===== src/rtl/pspi_ss_sched.sv =====
// Slave-select scheduler for the PSPI master: round-robin grant of four
// requesters plus setup/start/hold/guard sequencing of the demux select.
module pspi_ss_sched #(
   parameter int unsigned SETUP_CYC   = 2,
   parameter int unsigned HOLD_CYC    = 2,
   parameter int unsigned GUARD_CYC   = 4,
   parameter int unsigned TIMEOUT_CYC = 1024,
   parameter int unsigned CNT_W       = 11
) (
   input  logic       clk,
   input  logic       rst,
   input  logic [3:0] req,
   input  logic       done,
   output logic [3:0] gnt,
   output logic [1:0] ss,
   output logic       s,
   output logic       start,
   output logic       busy,
   output logic       timeout_err
);

   typedef enum logic [2:0] {
      IDLE, SETUP, START, ACTIVE, HOLD, GUARD
   } state_t;

   state_t           state;
   logic [1:0]       last;
   logic [CNT_W-1:0] cnt;
   logic [1:0]       pick;
   logic [1:0]       idx;
   logic             found;

   // Search upward from the slot after the last one served, wrapping.
   always_comb begin
      pick  = last;
      found = 1'b0;
      idx   = '0;
      for (int k = 1; k <= 4; k++) begin
         idx = last + 2'(k);
         if (!found && req[idx]) begin
            pick  = idx;
            found = 1'b1;
         end
      end
   end

   always_ff @(posedge clk) begin
      if (rst) begin
         state       <= IDLE;
         last        <= 2'd3;
         cnt         <= '0;
         gnt         <= '0;
         ss          <= 2'b00;
         s           <= 1'b1;
         start       <= 1'b0;
         busy        <= 1'b0;
         timeout_err <= 1'b0;
      end else begin
         start       <= 1'b0;
         timeout_err <= 1'b0;
         unique case (state)
            IDLE: begin
               if (found) begin
                  state <= SETUP;
                  gnt   <= 4'b0001 << pick;
                  ss    <= pick;
                  s     <= 1'b0;
                  busy  <= 1'b1;
                  last  <= pick;
                  cnt   <= '0;
               end
            end
            SETUP: begin
               if (cnt == CNT_W'(SETUP_CYC - 1)) begin
                  state <= START;
                  start <= 1'b1;
                  cnt   <= '0;
               end else begin
                  cnt <= cnt + 1'b1;
               end
            end
            START: begin
               state <= ACTIVE;
               cnt   <= '0;
            end
            ACTIVE: begin
               // done takes precedence over a timeout in the same cycle
               if (done) begin
                  state <= HOLD;
                  cnt   <= '0;
               end else if (TIMEOUT_CYC != 0 &&
                            cnt == CNT_W'(TIMEOUT_CYC - 1)) begin
                  state       <= HOLD;
                  timeout_err <= 1'b1;
                  cnt         <= '0;
               end else begin
                  cnt <= cnt + 1'b1;
               end
            end
            HOLD: begin
               if (cnt == CNT_W'(HOLD_CYC - 1)) begin
                  state <= GUARD;
                  s     <= 1'b1;
                  gnt   <= '0;
                  cnt   <= '0;
               end else begin
                  cnt <= cnt + 1'b1;
               end
            end
            GUARD: begin
               if (cnt == CNT_W'(GUARD_CYC - 1)) begin
                  state <= IDLE;
                  busy  <= 1'b0;
                  cnt   <= '0;
               end else begin
                  cnt <= cnt + 1'b1;
               end
            end
            default: begin
               state <= IDLE;
            end
         endcase
      end
   end

endmodule


===== config.mk =====
export PLATFORM = sky130hd
export DESIGN_NAME = pspi_ss_sched
export DESIGN_NICKNAME = d
export VERILOG_FILES = /design/src/rtl/pspi_ss_sched.sv
export SDC_FILE = /design/constraint.sdc
export NUM_CORES = 1
export LEC_CHECK = 0
export ABC_AREA = 1
export CAP_MARGIN = 5
export CORE_UTILIZATION = 40
export CTS_CLUSTER_SIZE = 8
export DETAILED_ROUTE_END_ITERATION = 6
export PLACE_DENSITY = 0.68
export SLEW_MARGIN = 20
export SYNTH_ARGS = -nofsm -noshare
export SYNTH_HDL_FRONTEND = slang
export SYNTH_SLANG_ARGS = --single-unit

===== constraint.sdc =====
create_clock -name clk -period 3.05 [get_ports clk]
set_input_delay 0.915 -clock clk [delete_from_list [all_inputs] [get_ports clk]]
set_output_delay 0.915 -clock clk [all_outputs]
set_load 0.02 [all_outputs]

== Yosys cells after proc, flatten, opt, wreduce, memory -nomap -nowiden ==
Index checks and enable logic that the tools add are counted.

* Logic and storage cells: 91
* Output and inout bits: 10
* Input port bits: 7
* Register bits after elaboration: 26

* Reduce and logical (&&, ||, !) cells: 18
* Muxes and demuxes: 40
* Equality and inequality tests: 13
* Add/sub/neg operators: 4
* Shifts and indexed selects: 1
* Order comparisons: 4
* Bitwise operators: 2

{| class="wikitable"
|+ Operators with widths
! operator !! count
|-
| $mux W11 || 5
|-
| $pmux W11 S5 || 1
|-
| $mux W3 || 6
|-
| $pmux W3 S6 || 1
|-
| $mux W1 || 14
|-
| $lt A2 B3 Y1 const B || 4
|-
| $add A11 B1 Y11 const B || 1
|-
| $eq A11 B1 Y1 const B || 1
|-
| $eq A11 B10 Y1 const B || 1
|-
| $eq A11 B2 Y1 const B || 1
|-
| $bmux W1 S2 || 4
|-
| $mux W2 || 4
|-
| $mux W4 || 2
|-
| $ne A2 B2 Y1 const B || 4
|-
| $pmux W4 S2 || 1
|-
| $eq A3 B2 Y1 const B || 2
|-
| $eq A3 B3 Y1 const B || 2
|-
| $reduce_and A3 Y1 || 2
|-
| $reduce_and A5 Y1 || 1
|-
| $reduce_bool A5 Y1 || 1
|-
| $add A2 B2 Y2 const B || 2
|-
| $pmux W1 S2 || 2
|-
| $reduce_and A2 Y1 || 2
|-
| $reduce_bool A2 Y1 || 2
|-
| 10 further kinds || 16
|}

== Logic depth before layout (Yosys ltp) ==
Gate-level depths: netlist of the first run.

* Depth in word-level cells: 16
* Mapped depth: 14
* Mapped depth without buffers: 13

== Worst setup path before layout of the first run ==
Ideal clock, no wire load.

* Path type: input port to flip-flop
* From: input port req[3]
* To: register last[1]
* Buffers on the path: 0
* Stages: 10
* Slack: 1.135 ns
* Setup time: 0.128 ns
* Data required time: 2.922 ns
* Arrival time: 1.786 ns
* Cell sequence: nand2_1 > nand2_2 > nand2_1 > nand2_4 > nor2_8 > nand3_2 > nand2_2 > inv_2 > nand2_1 > o211ai_1

* Word-level cells in the longest chain between the ends: 13
* Elaborated cells between the ends (all ways): 23
* Classes of those cells: 16 x mux; 7 x reduce/logical

{| class="wikitable"
|+ RTL lines
! element !! RTL line !! RTL
|-
| from (decl) || 12 || <nowiki>input logic [3:0] req,</nowiki>
|-
| $bmux W1 S2 || 40 || <nowiki>if (!found && req[idx]) begin</nowiki>
|-
| $mux W1 (implied by the code) || 40 ||
|-
| $mux W1 || 40 ||
|-
| $logic_not A1 Y1 || 40 ||
|-
| $logic_and A1 B1 Y1 || 40 ||
|-
| $mux W1 || 40 ||
|-
| $logic_not A1 Y1 || 40 ||
|-
| $logic_and A1 B1 Y1 || 40 ||
|-
| $mux W1 || 40 ||
|-
| $logic_not A1 Y1 || 40 ||
|-
| $logic_and A1 B1 Y1 || 40 ||
|-
| $mux W1 || 40 ||
|-
| $reduce_and A2 Y1 (no line) || -- ||
|-
| to (signal assigned) || 69 || <nowiki>last <= pick;</nowiki>
|-
| to (decl) || 27 || <nowiki>logic [1:0] last;</nowiki>
|}

Several ways; a longest one is shown, not always the timed one. The select of a mux whose other input is x is not followed.
A chain may end at the register's enable or synchronous reset.

== Worst setup path after layout of the first run ==
* From: input port req[2]
* To: register gnt[0]

* Word-level cells in the longest chain between the ends: 15
* Elaborated cells between the ends (all ways): 27
* Classes of those cells: 1 x eq/ne; 1 x shift; 18 x mux; 7 x reduce/logical

{| class="wikitable"
|+ RTL lines
! element !! RTL line !! RTL
|-
| $bmux W1 S2 || 40 ||
|-
| $mux W1 (implied by the code) || 40 ||
|-
| $mux W1 || 40 ||
|-
| $logic_not A1 Y1 || 40 ||
|-
| $logic_and A1 B1 Y1 || 40 ||
|-
| $mux W1 || 40 ||
|-
| $logic_not A1 Y1 || 40 ||
|-
| $logic_and A1 B1 Y1 || 40 ||
|-
| $mux W1 || 40 ||
|-
| $logic_not A1 Y1 || 40 ||
|-
| $logic_and A1 B1 Y1 || 40 ||
|-
| $mux W2 || 40 ||
|-
| $shl A1 B2 Y4 || 65 || <nowiki>gnt <= 4'b0001 << pick;</nowiki>
|-
| $mux W4 || 63 || <nowiki>if (found) begin</nowiki>
|-
| $pmux W4 S2 || 61 || <nowiki>unique case (state)</nowiki>
|-
| to (signal assigned) || 65 ||
|-
| to (decl) || 14 || <nowiki>output logic [3:0] gnt,</nowiki>
|}

Several ways; a longest one is shown, not always the timed one. The select of a mux whose other input is x is not followed.

==> results of run 1 <==
[worst paths after layout]
check | end | start | slack (ns) | cells past startpoint
min | s$_SDFFE_PP1P_ | s$_SDFFE_PP1P_ | 0.47 | 2
max | gnt[0]$_SDFFE_PP0P_ | req[2] | 0.74 | 11
max reg2reg | last[1]$_SDFFE_PP1P_ | last[0]$_SDFFE_PP1P_ | 1.05 | 11
min reg2reg | s$_SDFFE_PP1P_ | s$_SDFFE_PP1P_ | 0.47 | 2
[cells by family (layout without fill, tap and decap cells)]
group | Yosys count | after routing | share of synthesized area (%)
AND/OR/NAND/NOR | 168 | 168 | 45.5
AO/OA/AOI/OAI | 40 | 40 | 12.6
buffers and inverters | 39 | 52 | 9.48
flip-flops | 26 | 26 | 29.0
XOR/XNOR | 4 | 4 | 1.95
adder cells (fa/ha/maj) | 2 | 2 | 1.39
[through the flow]
step / hold slack [ns] / instances
2_1_floorplan: 0.455 / 279
3_3_place_gp: 0.455 / 338
3_5_place_dp: 0.456 / 338
4_1_cts: 0.474 / 342
5_1_grt: 0.505 / 342
6_report: 0.469 / 342
[worst max-delay path, cell delays in order]
cell,delay [ns]
clkdlybuf4s50_1,0.54
nand2_1,0.07
nand2_1,0.16
nand2_2,0.10
nand2_4,0.11
nor2_8,0.05
nand3_2,0.06
nand2_2,0.15
nor2_2,0.19
nand2_1,0.07
a21oi_1,0.11
[where the power goes]
group	internal, uW	total, uW	switching, uW
Sequential	423	507	83.2
Clock	176	289	113
Combinational	338	960	623
[layer usage]
layer,vias up,GRT usage (%),wire [microns]
met5,-,0,0
met4,0,3.32,15
met3,2,3.95,248
met2,48,31.7,1880
met1,790,25.7,2070
li1,944,-,-
[cell usage after synthesis]
cell type,n,area share [%]
a31oi_1,5,1.7
nand4_1,10,3.5
a21oi_2,2,0.98
nor3_1,8,2.2
inv_2,4,0.84
and3_1,1,0.35
buf_4,1,0.42
inv_1,26,5.4
buf_6,2,1.3
nand2_1,79,17
nand3_1,25,7.0
nor2_8,1,1.1
nor2_2,3,1.0
nand4_4,1,1.2
a21oi_1,15,4.2
nor4_1,1,0.35
nand2_2,12,4.2
o21ai_0,7,2.0
nor2_1,21,4.4
clkinv_2,1,0.28
xor2_1,4,2.0
nand3_2,1,0.56
o211ai_1,3,1.3
ha_1,2,1.4
o21ai_1,6,1.7
buf_2,3,0.84
a22oi_1,1,0.42
dfxtp_1,26,29
o31ai_1,1,0.42
clkbuf_1,2,0.42
nor2_4,2,1.3
nand2_4,3,1.9
[layout make-up]
type | count | area (sq um)
Clock buffer | 3 | 41.3
Clock inverter | 1 | 30.0
Fill cell | 449 | 2100
Inverter | 31 | 118
Multi-Input combinational cell | 214 | 1100
Sequential cell | 26 | 520
Tap cell | 50 | 62.6
Timing Repair Buffer | 17 | 168
[sequential cells by signal (all words and copies together), names as in the netlist]
register and count:
cnt 11, gnt 4, state 3, last 2
ss 2, busy 1, s 1, start 1
timeout_err 1
==> impl_results.md, run 1 <==
- Power Total: between 1500 and 2000 uW
- Power per cell area: about 860 mW/mm^2
- Area after DPL: 0.00197 sq mm
- Hold Vio Cnt, Final: 0
- Total gr overflow: 0
- Setup TNS Final: 0 ns
- Kind of critical path: primary input to flop
- Synthesized area per cell: 6.43 sq um
- Worst vdd ir: ~0.4 mV
- Vias in the first global route: ~1.5k
- Worst EP required: 3.26 ns
- Synth Warn #: 0
- # H-tree levels: 1
- Post-synthesis sequential area ratio: about 29%
- Post-CTS resize count: 0
- Final Wtd Congestion: 0.901
- Post CTS Setup Buffer Count: 0
- Reg clk slew, reported paths: ~0.090 ns
- Io pins: 17
- Largest net degree at the start of global routing: 16
- Status: completed
- Post-Route WL: 4.22 mm
- Layout cells sized above 1: a little under an eighth
- Worst Slack Setup Final: between 0.7 and 0.8 ns
- Fmax: about 430 MHz
- Leakage: between 0.0008 and 0.0009 uW
- First-pass GRT wire length: between 6 and 7 mm
- Clock latency on the worst-skew pair: 0.27 ns
- Worst Skew: 0.00129 ns
- Post-synth net total: between 200 and 300
- Overall routing resource usage: 19.2%
- DRT antenna net count: 0
- Most frequent cells in the layout: nand2_1, inv_1, dfxtp_1, nand3_1, nor2_1
- Period utilization: 75.8%
- Tmin final: approximately 2.3 ns
- Die area: ~0.0048 sq mm
- DR vias: 1,784
- Core ar.: ~0.0041 sq mm
- Max_cap viols: 0
- Final Max Slew Viols: 0
- NumNets Final: 302
- Mean routed wirelength per cell: around 12 microns
- Worst hold path class: flop to flop
- Final setup violation count: 0
- Pre-CTS setup slack: between 0.4 and 0.5 ns
- P&R area growth vs syn: 13.9%
- Worst-Margin Slew: approximately 0.52 ns
- Detailed placer's ending HPWL: ~3 mm
- Bufs on Longest Clock Path: 2
- Cell count after synthesis: 279
- Ant. Diodes: 0
- Initial core utilization: a little over two fifths
- Vert. Die Dim: ~69 microns
- Placement Rows: 23
- Synth cell types: 32
- TritonCTS clock tree: built
- Slew HR: about two thirds
- Synth Register Bits: 26
- Design area: between 0.002 and 0.0025 sq mm
- Initial drt markers: 74
- Critical Path Fanout Max: 10
- Initial antenna violation count: 0
- Worst EP arrival: 2.52 ns
- Synth Cell Area: between 0.0015 and 0.002 sq mm
- CP endpoint kind: flop
- Vias/cell: 5.22
- Clock sinks: 26
- Post-layout util: a little under 50%
- Commonest non-fill, non-tap cell in the layout: nand2_1
- # hold bufs at CTS: 0
- Die Wd: just under 70 microns
- Total CTS buffers: 3
- Setup crit start kind: primary input
- Port Buffer Count: 16
- Detailed-router iteration count before antenna repair: 4
- RSZ-0062 raised after global routing: no
- Clk Tree Root Cell: clkbuf_8
- # DRC: 0
No activity file was read; power rests on OpenSTA's default activity.
==> inputs of run 2 (changes only) <==
==> constraint.sdc (replaced) <==
create_clock -name clk -period 2.21 [get_ports clk]
set_input_delay 0.663 -clock clk [delete_from_list [all_inputs] [get_ports clk]]
set_output_delay 0.663 -clock clk [all_outputs]
set_load 0.02 [all_outputs]
==> run 2 against run 1 <==
  * Combinational power grew 48%
  * Critical path depth is the same
  * Clock skew grew 0.0011 ns
  * Sequential cell count is the same
  * Hold slack lost 0.0057 ns
  * Utilization grew 1.1 points
  * Non-clock buffer count grew 6
  * Final cell count grew 1.8%
  * Worst setup slack lost 0.52 ns
  * Via count grew 2.2%
  * Highest routed layer unchanged
==> impl_results.md, run 2 (synthesis gave the netlist of run 1 again) <==
- Non-filler cells, final: between 300 and 400
- Fmax: 503 MHz
- Post-CTS resize count: 0
- Final Max Slew Viols: 0
- Status: completed
- Placement Rows: 23
- CP dominant cell by count: nand2_1
- Setup TNS Final: 0 ns
- Tmin final: ~2.0 ns
- Post CTS Setup Buffer Count: 0
- Biggest registers after layout: cnt (11), gnt (4), state (3)
- Slowest CP cell: clkdlybuf4s50_1
- Detailed-router iteration count before antenna repair: 4
- Die Wd: roughly 69 microns
- Worst Setup SP: req[2]
- Die area: 0.00476 sq mm
- Core ar.: about 0.0041 sq mm
- Period utilization: between 90% and 100%
- Worst Slack Setup Final: between 0.2 and 0.25 ns
- Worst-path cell chain: clkdlybuf4s50_1 -> nand2_1 -> nand2_1 -> nand2_2 -> nand2_4 -> nor2_8 -> nand3_2 -> nand2_2 -> nor2_2 -> nand2_1 -> a21oi_1
- RSZ-0062 raised after global routing: no
- CP delay by family, top: simple AND/OR/NAND/NOR gates
- Biggest register: cnt
- Io pins: 17
- Setup crit start kind: primary input
- Slew HR: ~66%
- P&R area growth vs syn: 16.4%
- Mean routed wirelength per cell: 12.0 microns
- Port Buffer Count: 16
- DR vias: roughly 1.8k
- Most frequent cells in the layout: nand2_1, inv_1, dfxtp_1, nand3_1, nor2_1
- Largest register FFs: 11
- Largest net degree at the start of global routing: 20
- Post-Route WL: 4.18 mm
- Placed Instances: roughly 340
- Slowest stage delay, CP: 0.54 ns
- Area after DPL: 0.00202 sq mm
- # H-tree levels: 1
- First-pass GRT wire length: slightly above 7 mm
- Worst vdd ir: 0.372 mV
- Worst EP arrival: approximately 2.2 ns
- R2r startpoint: cnt[0]$_SDFFE_PP0P_
- Initial drt markers: between 100 and 150
- Commonest non-fill, non-tap cell in the layout: nand2_1
- Clock latency on the worst-skew pair: between 0.2 and 0.3 ns
- Vert. Die Dim: slightly below 70 microns
- Initial core utilization: 43.3%
- Layout cells sized above 1: 13.8%
- NumNets Final: 308
- DRT antenna net count: 0
- Final setup violation count: 0
- Worst Path Buf+Inv: 1
- Design area: 0.00209 sq mm
- Vias in the first global route: approximately 1.6k
- Min-delay src: s$_SDFFE_PP1P_
- Worst hold path class: flop to flop
- Total CTS buffers: 3
- # DRC: 0
- Final Wtd Congestion: 0.860
- Critical Path Fanout Max: 10
- Overall routing resource usage: around 20%
- Vias/cell: roughly 5.2
- Total gr overflow: 0
- # hold bufs at CTS: 0
- Power per cell area: approximately 1200 mW/mm^2
- Worst EP required: 2.42 ns
- Worst Skew: around 0.0024 ns
- Reg clk slew, reported paths: 0.09 ns
- Clk Tree Root Cell: clkbuf_8
- Initial antenna violation count: 0
- Max_cap viols: 0
- Detailed placer's ending HPWL: 3.10 mm
- CP endpoint kind: flop
- Hold Vio Cnt, Final: 0
- Worst-Margin Slew: roughly 0.50 ns
- Clock sinks: 26
- Pre-CTS setup slack: -0.0739 ns
- Kind of critical path: primary input to flop
- Ant. Diodes: 0
- Bufs on Longest Clock Path: 2
- Leakage: approximately 0.00090 uW
- TritonCTS clock tree: built
-- run 2: layout make-up --
type	count	area, sq um
Sequential cell	26	520
Fill cell	429	2060
Clock buffer	3	41.3
Inverter	31	118
Tap cell	50	62.6
Multi-Input combinational cell	214	1100
Timing Repair Buffer	23	213
Clock inverter	1	30.0
-- run 2: routing by layer --
layer,global-route usage [%],up-vias,part of all wire (%),routed length (microns)
li1,-,960,-,-
met1,26.0,829,50,2080
met2,32.9,32,46,1930
met3,3.95,2,3.8,157
met4,3.06,0,0.45,19
met5,0,-,0,0
-- run 2: tightest hold or removal path: stages (launching register included) --
cell and delay (ns):
dfxtp_1 0.34, nand2_1 0.05, nand3_1 0.05
-- run 2: path summary, 6_finish.rpt --
check	end	cells past startpoint	slack (ns)
min reg2reg	s$_SDFFE_PP1P_	2	0.46
max reg2reg	state[2]$_SDFFE_PP0P_	10	0.25
max	gnt[0]$_SDFFE_PP0P_	11	0.22
min	s$_SDFFE_PP1P_	2	0.46
-- run 2: report_power, final --
group | total [uW] | switching (uW) | leakage (uW) | internal [uW]
clock network | 398 | 155 | 0.0000357 | 242
registers | 686 | 101 | 0.000212 | 584
logic | 1420 | 898 | 0.000651 | 518
total | 2500 | 1150 | 0.000899 | 1340
-- run 2: metrics by stage --
| stage | utilization (%) | hold slack, ns | power [uW] |
|---|---|---|---|
| after floorplan | - | 0.455 | 1720 |
| after global placement | 48.7 | 0.449 | 2100 |
| after detailed placement | 48.7 | 0.444 | 2110 |
| after CTS | 50.4 | 0.468 | 2520 |
| after global routing | 50.4 | 0.482 | 2720 |
| final | 50.4 | 0.464 | 2500 |
